<file path="src/rtl/player_command_decoder.sv">
// player_command_decoder: validates UART player command bytes, tracks lane and
// projectile type, turns the level-coded fire bit into rate-limited fire pulses,
// and raises a one-cycle game reset request.
// Optional feature macro: LINK_TIMEOUT_EN compiles in the link watchdog and the
// STALE state. Without it, link_up holds from the first valid frame until rst.
module player_command_decoder #(
    parameter logic [3:0]  DEFAULT_LANE   = 4'd5,
    parameter logic [15:0] FIRE_COOLDOWN  = 16'd50000,
    parameter logic [26:0] TIMEOUT_CYCLES = 27'd100_000_000
) (
    input  logic       clk,
    input  logic       rst,
    input  logic [7:0] rx_data,
    input  logic       rx_valid,
    output logic [3:0] lane,
    output logic       projectile_type,
    output logic       fire_pulse,
    output logic       game_reset,
    output logic       frame_error,
    output logic [7:0] err_count,
    output logic       link_up
);

    // Elaboration-time parameter sanity checks.
    if (DEFAULT_LANE == 4'd0 || DEFAULT_LANE > 4'd9) begin : g_bad_lane
        $error("DEFAULT_LANE must be in 1..9");
    end
    if (TIMEOUT_CYCLES == 27'd0) begin : g_bad_timeout
        $error("TIMEOUT_CYCLES must be nonzero");
    end

`ifdef LINK_TIMEOUT_EN
    typedef enum logic [1:0] {S_IDLE, S_ACTIVE, S_STALE} state_e;
`else
    typedef enum logic [1:0] {S_IDLE, S_ACTIVE} state_e;
`endif

    state_e      state_q, state_d;
    logic [3:0]  lane_q, lane_d;
    logic        proj_q, proj_d;
    logic        fire_q, fire_d;
    logic        grst_q, grst_d;
    logic        ferr_q, ferr_d;
    logic [7:0]  err_q, err_d;
    logic        link_q, link_d;
    logic        prev_fire_q, prev_fire_d;
    // [7] of the last valid frame; a reset request fires only on its rising edge
    logic        prev_rr_q, prev_rr_d;
    logic [15:0] cool_q, cool_d;
`ifdef LINK_TIMEOUT_EN
    logic [26:0] wd_q, wd_d;
`endif

    logic frame_ok;
    logic rr_edge;

    assign frame_ok = rx_valid && !rx_data[6] && (rx_data[3:0] <= 4'd9);
    assign rr_edge  = frame_ok && rx_data[7] && !prev_rr_q;

    // Next-state and registered-output computation for every command byte.
    always_comb begin
        state_d     = state_q;
        lane_d      = lane_q;
        proj_d      = proj_q;
        fire_d      = 1'b0;
        grst_d      = 1'b0;
        ferr_d      = 1'b0;
        err_d       = err_q;
        prev_fire_d = prev_fire_q;
        prev_rr_d   = prev_rr_q;
        cool_d      = (cool_q != 16'd0) ? cool_q - 16'd1 : 16'd0;
`ifdef LINK_TIMEOUT_EN
        wd_d        = (wd_q != 27'd0) ? wd_q - 27'd1 : 27'd0;
`endif

        // Rejected bytes only bump the error counter; nothing else moves.
        if (rx_valid && !frame_ok) begin
            ferr_d = 1'b1;
            if (err_q != 8'hFF) err_d = err_q + 8'd1;
        end

        if (frame_ok) begin
            state_d   = S_ACTIVE;
            prev_rr_d = rx_data[7];
`ifdef LINK_TIMEOUT_EN
            // Loaded with T-1 so the counter reads zero exactly T cycles later.
            wd_d      = TIMEOUT_CYCLES - 27'd1;
`endif
            if (rr_edge) begin
                grst_d      = 1'b1;
                lane_d      = DEFAULT_LANE;
                proj_d      = 1'b0;
                cool_d      = 16'd0;
                prev_fire_d = 1'b0;
            end else if (rx_data[7]) begin
                // Held reset request: lane and fire (including prev_fire) frozen.
                proj_d = rx_data[4];
            end else begin
                lane_d      = (rx_data[3:0] == 4'd0) ? DEFAULT_LANE : rx_data[3:0];
                proj_d      = rx_data[4];
                prev_fire_d = rx_data[5];
                // Edges inside the cooldown window are dropped, not queued.
                if (rx_data[5] && !prev_fire_q && cool_q == 16'd0) begin
                    fire_d = 1'b1;
                    cool_d = FIRE_COOLDOWN;
                end
            end
        end
`ifdef LINK_TIMEOUT_EN
        else if (state_q == S_ACTIVE && wd_q == 27'd0) begin
            state_d     = S_STALE;
            lane_d      = DEFAULT_LANE;
            prev_fire_d = 1'b0;
        end
`endif

        link_d = (state_d == S_ACTIVE);
    end

    // State and output registers with synchronous reset taking priority.
    always_ff @(posedge clk) begin
        if (rst) begin
            state_q     <= S_IDLE;
            lane_q      <= DEFAULT_LANE;
            proj_q      <= 1'b0;
            fire_q      <= 1'b0;
            grst_q      <= 1'b0;
            ferr_q      <= 1'b0;
            err_q       <= 8'd0;
            link_q      <= 1'b0;
            prev_fire_q <= 1'b0;
            prev_rr_q   <= 1'b0;
            cool_q      <= 16'd0;
`ifdef LINK_TIMEOUT_EN
            wd_q        <= 27'd0;
`endif
        end else begin
            state_q     <= state_d;
            lane_q      <= lane_d;
            proj_q      <= proj_d;
            fire_q      <= fire_d;
            grst_q      <= grst_d;
            ferr_q      <= ferr_d;
            err_q       <= err_d;
            link_q      <= link_d;
            prev_fire_q <= prev_fire_d;
            prev_rr_q   <= prev_rr_d;
            cool_q      <= cool_d;
`ifdef LINK_TIMEOUT_EN
            wd_q        <= wd_d;
`endif
        end
    end

    assign lane            = lane_q;
    assign projectile_type = proj_q;
    assign fire_pulse      = fire_q;
    assign game_reset      = grst_q;
    assign frame_error     = ferr_q;
    assign err_count       = err_q;
    assign link_up         = link_q;

endmodule

</file>
<file path="config.mk">
export PLATFORM = sky130hd
export DESIGN_NAME = player_command_decoder
export DESIGN_NICKNAME = d
export VERILOG_FILES = /design/src/rtl/player_command_decoder.sv
export SDC_FILE = /design/constraint.sdc
export NUM_CORES = 1
export LEC_CHECK = 0
export ABC_AREA = 1
export CORE_AREA = 2 2 65 67
export DETAILED_ROUTE_END_ITERATION = 10
export DIE_AREA = 0 0 67 69
export PLACE_DENSITY_LB_ADDON = 0.15
export RECOVER_POWER = 100
export SYNTH_ARGS = -nofsm -noshare
export SYNTH_HDL_FRONTEND = slang
export SYNTH_SLANG_ARGS = --single-unit
</file>
<file path="constraint.sdc">
create_clock -name clk -period 1.4 [get_ports clk]
set_input_delay 0.14 -clock clk [delete_from_list [all_inputs] [get_ports clk]]
set_output_delay 0.14 -clock clk [all_outputs]
set_load 0.05 [all_outputs]
</file>
==> run metrics, run 1 <==
Cell Area, Synth=1790 sq um; fillers=364; YS warnings=0; maximum fanout along the worst path=6; total number of vias=1666; DP Wirelength=2.76 mm; R2R Setup Slk=0.02 ns; CTS max path bufs=2; power per cell area=1540 nW/um^2; Die X=67 microns; Req. time, crit path=1.63 ns; Hold Crit Start=cool_q[0]; share of the clock period used by the worst path=98.7%; depth of the CTS H-tree=2; diode count=0; fin worst setup slack=0.0185 ns; Post-synth EDFFs=0; sequential area share after synthesis=41.3%; top-area cell type share of the netlist area=41.3%; GR Overflow Total=0; most common cell after layout, fill and taps aside=nand2_1; port buffer count=27; first-pass GRT wire length=6.36 mm; post-synthesis register bit count=37; Final Hold Vio Count=0; R2R depth=10; GP Congestion=0.799; Min Hold Slack=0.416 ns; Vert. Die Dim=69 microns; DRT Wirelength=3.94 mm; Tot Pwr=0.00388 W; startpoint types=flop; vias in the first global route=1513; Top Ports=28; FF+latch area=744 sq um; Starting Density=45.8%; ys flop type=dfxtp_1; Post-Syn Instances=245; core footprint=3910 sq um; Hold Crit Depth=1; CTS Sinks=37; slew at the pin with the worst max-slew slack=0.604 ns; CP endpoint kind=flop; most frequent cells in the layout=nand2_1 (57), dfxtp_1 (34), nor2_1 (32), inv_1 (22), nand3_1 (19); Hold Path Class=flop to flop; Detail Route Antenna Nets=0; Synth area leader=dfxtp_1; final slew viol count=0; pre-CTS setup slack=-0.113 ns; Mapped Nets=258; synthesis-to-layout area growth=40.6%; drc violations=0; crit path DAT=1.61 ns; Slew headroom=59.9%; proportion of synthesized flip-flops having asynchronous set or reset=0%; clock-pin slew on the worst setup and hold paths=0.08 ns; Rows=23; Clock Latency Late Sink=0.29 ns; drt first pass iters=4; area of the multi-input gates=1060 sq um; synthesized area per cell=7.31 sq um; WL/cell=11.3 microns; CTS Root Cell=clkbuf_8; Max-Cap Viols=0; Reg-to-Reg End=cool_q[4]; Worst Hold End=cool_q[0]; WS Path Type=flop to flop; top post-synthesis cells by area=dfxtp_1 (41%), nand2_1 (13%), nor2_1 (8.6%); total CTS buffers=5; pin count of the biggest net entering global routing=15; Max VDD drop=0.549 mV; Iter 0 DRT Violations=99; gr usage total=17.9%; Distinct cells, synth=25; Setup TNS=0 ns; Final min period=1.38 ns; Layout Nets=312; RSZ-0062 raised after global routing=yes; initial antenna violation count=0; dpl cells=338; CTS tree=built; maximum clock frequency=0.724 GHz; Finished Layout Cells=350; r2r startpoint=cool_q[0]; clock skew=0.00785 ns; layout cell share with drive strength beyond 1=30.0%; Lkg Pwr=1.13 nW; final setup vio count=0; DR vias/cell=4.76; die area=4620 sq um; status=finished clean
cell type report:
type / instances / area share [%]
Multi-Input combinational cell: 180 / 42.1
Timing Repair Buffer: 46 / 17.3
Tap cell: 50 / 2.48
Clock buffer: 7 / 3.82
Clock inverter: 1 / 0.199
Inverter: 29 / 4.62
Sequential cell: 37 / 29.5
cell families after synthesis:
family / count (synthesis) / share of synthesized area [%]
buffers and inverters: 30 / 6.70
xor gates and xnor gates: 11 / 5.38
and+or+nand+nor: 145 / 39.0
AOI/OAI and AO/OA: 20 / 6.15
DFF: 37 / 41.3
adders and majority gates: 2 / 1.40
worst max-delay path, stage by stage (launching register included):
cell      delay [ns]
dfxtp_2         0.33
inv_2           0.07
ha_4            0.13
inv_2           0.04
nor2_4          0.10
nand3_2         0.10
nor2_4          0.17
nand3_4         0.14
clkinv_4        0.08
nand3_4         0.10
nand2_2         0.08
flip-flops by register name (all words and copies together) (netlist names), 2 cells and up:
register / flops
lane: 4
state_q: 2
cool_q: 16
err_count: 8
metal layers:
metal	global-route usage, %	wire length [microns]	vias up
li1	-	-	878
met3	6.53	175	7
met1	21.9	1750	754
met4	6.35	57	0
met2	28.4	1950	27
met5	0	0	-
power breakdown:
group          total, W  leakage [nW]  internal [W]  switching (W)
Sequential      0.00132         0.303       0.00120       0.000125
Combinational   0.00172         0.771      0.000698        0.00102
Clock          0.000830        0.0542      0.000445       0.000385
synth_stat cells (all sizes together), types with 2 or more instances:
cell type / instances
nand3: 23
xnor2: 5
xor2: 6
a21oi: 12
nor2: 49
nand4: 4
inv: 28
ha: 2
dfxtp: 37
nand2: 67
nor3: 2
o21ai: 7
repair_timing:
action / 4_1_cts / 5_1_grt
setup buffers: 1 / 1
pin swaps: 7 / 8
gates cloned: 0 / 2
gates resized for setup: 12 / 19
setup endpoints to repair: 16 / 19
hold buffers: 0 / 0
through the flow:
stage               area, sq um  util (%)
global route               2520      64.4
CTS                        2480      63.3
finish                     2520      64.4
floorplan                  1820         -
detailed placement         2330      59.6
global placement           2330      59.6
worst max path at each step:
stage,from,to,slack [ns],cells after the start
after floorplan,err_count[7],err_count[5],0.005,7
after global placement,rx_valid,cool_q[12],-0.06,8
after detailed placement,rx_valid,cool_q[12],-0.11,8
after CTS,cool_q[0],cool_q[8],-0.01,10
after global routing,cool_q[0],cool_q[14],-0.06,10
final,cool_q[0],cool_q[4],0.02,10
No activity file was read; power rests on OpenSTA's default activity.
==> inputs of run 2 (changes only) <==
- CORE_AREA: 2 2 65 67 -> 2 2 74 58
- DIE_AREA: 0 0 67 69 -> 0 0 76 60
==> run 2 against run 1 <==
Against the previous run: the flow now finishes with violations (setup timing); non-clock buffer count rose by 9; flip-flop and latch count did not move; sequential power barely moved; via count rose by 2.6%; register-to-register slack got worse by 0.02 ns; utilization rose by 1.5 points; sequential share of layout area fell by 0.41 points.
==> run metrics, run 2 (synthesis results as in run 1) <==
port buffer count=27; GRT busiest layer=met2; RSZ-0062 raised after global routing=yes; Layout Nets=321; Psw=0.00154 W; die area=4560 sq um; status=finished, violations left; Hold Path Class=input port to flop; failing checks=setup timing; drt first pass iters=4; Min Hold Slack=0.435 ns; layout cell share with drive strength beyond 1=28.8%; diode count=0; Pint=0.00242 W; Final Hold Vio Count=0; Rows=20; FF+latch area=744 sq um; clock-pin slew on the worst setup and hold paths=0.07 ns; R2R depth=10; final setup vio count=1; core footprint=3880 sq um; fin worst setup slack=-0.000213 ns; Detail Route Antenna Nets=0; pin count of the biggest net entering global routing=15; max FFs per register=16; GP Congestion=0.820; Slew headroom=60.0%; gr usage total=18.0%; Lkg Pwr=1.15 nW; initial antenna violation count=0; Vert. Die Dim=60 microns; Starting Density=46.2%; DR vias/cell=4.70; maximum fanout along the worst path=4; met1 Track Usage GR=25.6%; WL/cell=11.3 microns; CP peak stage delay=0.32 ns; startpoint types=flop; Hold Crit Depth=3; Finished Cell Area=2550 sq um; CTS Root Cell=clkbuf_8; WS Path Type=flop to flop; Iter 0 DRT Violations=88; vias in the first global route=1445; area of the multi-input gates=1030 sq um; depth of the CTS H-tree=2; maximum clock frequency=0.714 GHz; synthesis-to-layout area growth=42.6%; CTS tree=built; M3 GR Usage=4.83%; CP max stage cell=dfxtp_2; Post-DP Area=2380 sq um; clock skew=0.00826 ns; Top Ports=28; Die X=76 microns; Max VDD drop=0.959 mV; CTS max path bufs=2; GR Overflow Total=0; total number of vias=1710; clock power share=20.5%; most frequent cells in the layout=nand2_1 (58), nor2_1 (35), dfxtp_1 (34), buf_4 (25), inv_1 (21); most common cell after layout, fill and taps aside=nand2_1; Gate power share=46.0%; drc violations=0; share of the clock period used by the worst path=100%; Hold Buf Count CTS=0; crit path DAT=1.57 ns; power per cell area=1550 nW/um^2; first-pass GRT wire length=6.51 mm; CTS Sinks=37; crit-path cells=inv_2 -> ha_4 -> inv_2 -> nor2_4 -> nand3_4 -> nor2_4 -> buf_4 -> nand3_2 -> nand3_1 -> nand2_2; register name with the most flops=cool_q; Switching Share=38.9%; R2R Setup Slk=-0.0002 ns; CP endpoint kind=flop; Clock Latency Late Sink=0.29 ns; final slew viol count=0; Req. time, crit path=1.57 ns; Max-Cap Viols=0; DP Wirelength=2.94 mm; fillers=339; Sequential Power Share=33.5%; slew at the pin with the worst max-slew slack=0.603 ns; DRT Wirelength=4.11 mm; total CTS buffers=5; global routing usage on met2=27.3%; Final min period=1.40 ns
-- run 2: path summary, 6_finish.rpt --
kind	start	endpoint
max	cool_q[0]	cool_q[14]
min	rx_data[4]	projectile_type
max reg2reg	cool_q[0]	cool_q[14]
min reg2reg	state_q[1]	state_q[1]
-- run 2: critical path: cells and delay by family, from the launching register on --
kind	cells	cell delay (ns)
fa+ha+maj	1	0.13
flops	1	0.32
simple gates	6	0.60
buf+inv	3	0.23
-- run 2: what timing repair did --
action / CTS / global route
setup endpoints to repair: 16 / 17
pin swaps: 8 / 10
setup buffers: 3 / 3
cloned: 2 / 0
resized for setup: 11 / 14
-- run 2: layout make-up --
class | count | area share (%)
Sequential cell | 37 | 29.1
Inverter | 29 | 4.55
Clock inverter | 1 | 0.196
Multi-Input combinational cell | 180 | 40.2
Tap cell | 55 | 2.69
Clock buffer | 7 | 3.77
Timing Repair Buffer | 55 | 19.5
-- run 2: per-stage QoR --
step                worst slack (ns)    TNS, ns  cells  total power (W)  util, %
finish                     -0.000213  -0.000213    364          0.00396     65.9
global route                 -0.0812     -0.845    364          0.00423     65.9
CTS                          -0.0217    -0.0902    361          0.00382     65.6
detailed placement           -0.0997      -1.40    348          0.00281     61.3
global placement             -0.0656     -0.889    348          0.00280     61.3
floorplan                    0.00544          0    245          0.00240        -
-- run 2: layer usage --
metal / vias up / share of wire [%]
li1: 897 / -
met1: 765 / 50
met2: 42 / 44
met3: 6 / 5.0
met4: 0 / 0.95
met5: - / 0
-- run 2: power by group through the flow --
stage	sequential, W	clock [W]	combinational, W
6_report	0.00133	0.000810	0.00182
5_1_grt	0.00134	0.000876	0.00201
4_1_cts	0.00132	0.000825	0.00167
3_5_place_dp	0.00133	0	0.00148
3_3_place_gp	0.00133	0	0.00147
2_1_floorplan	0.00136	0	0.00104
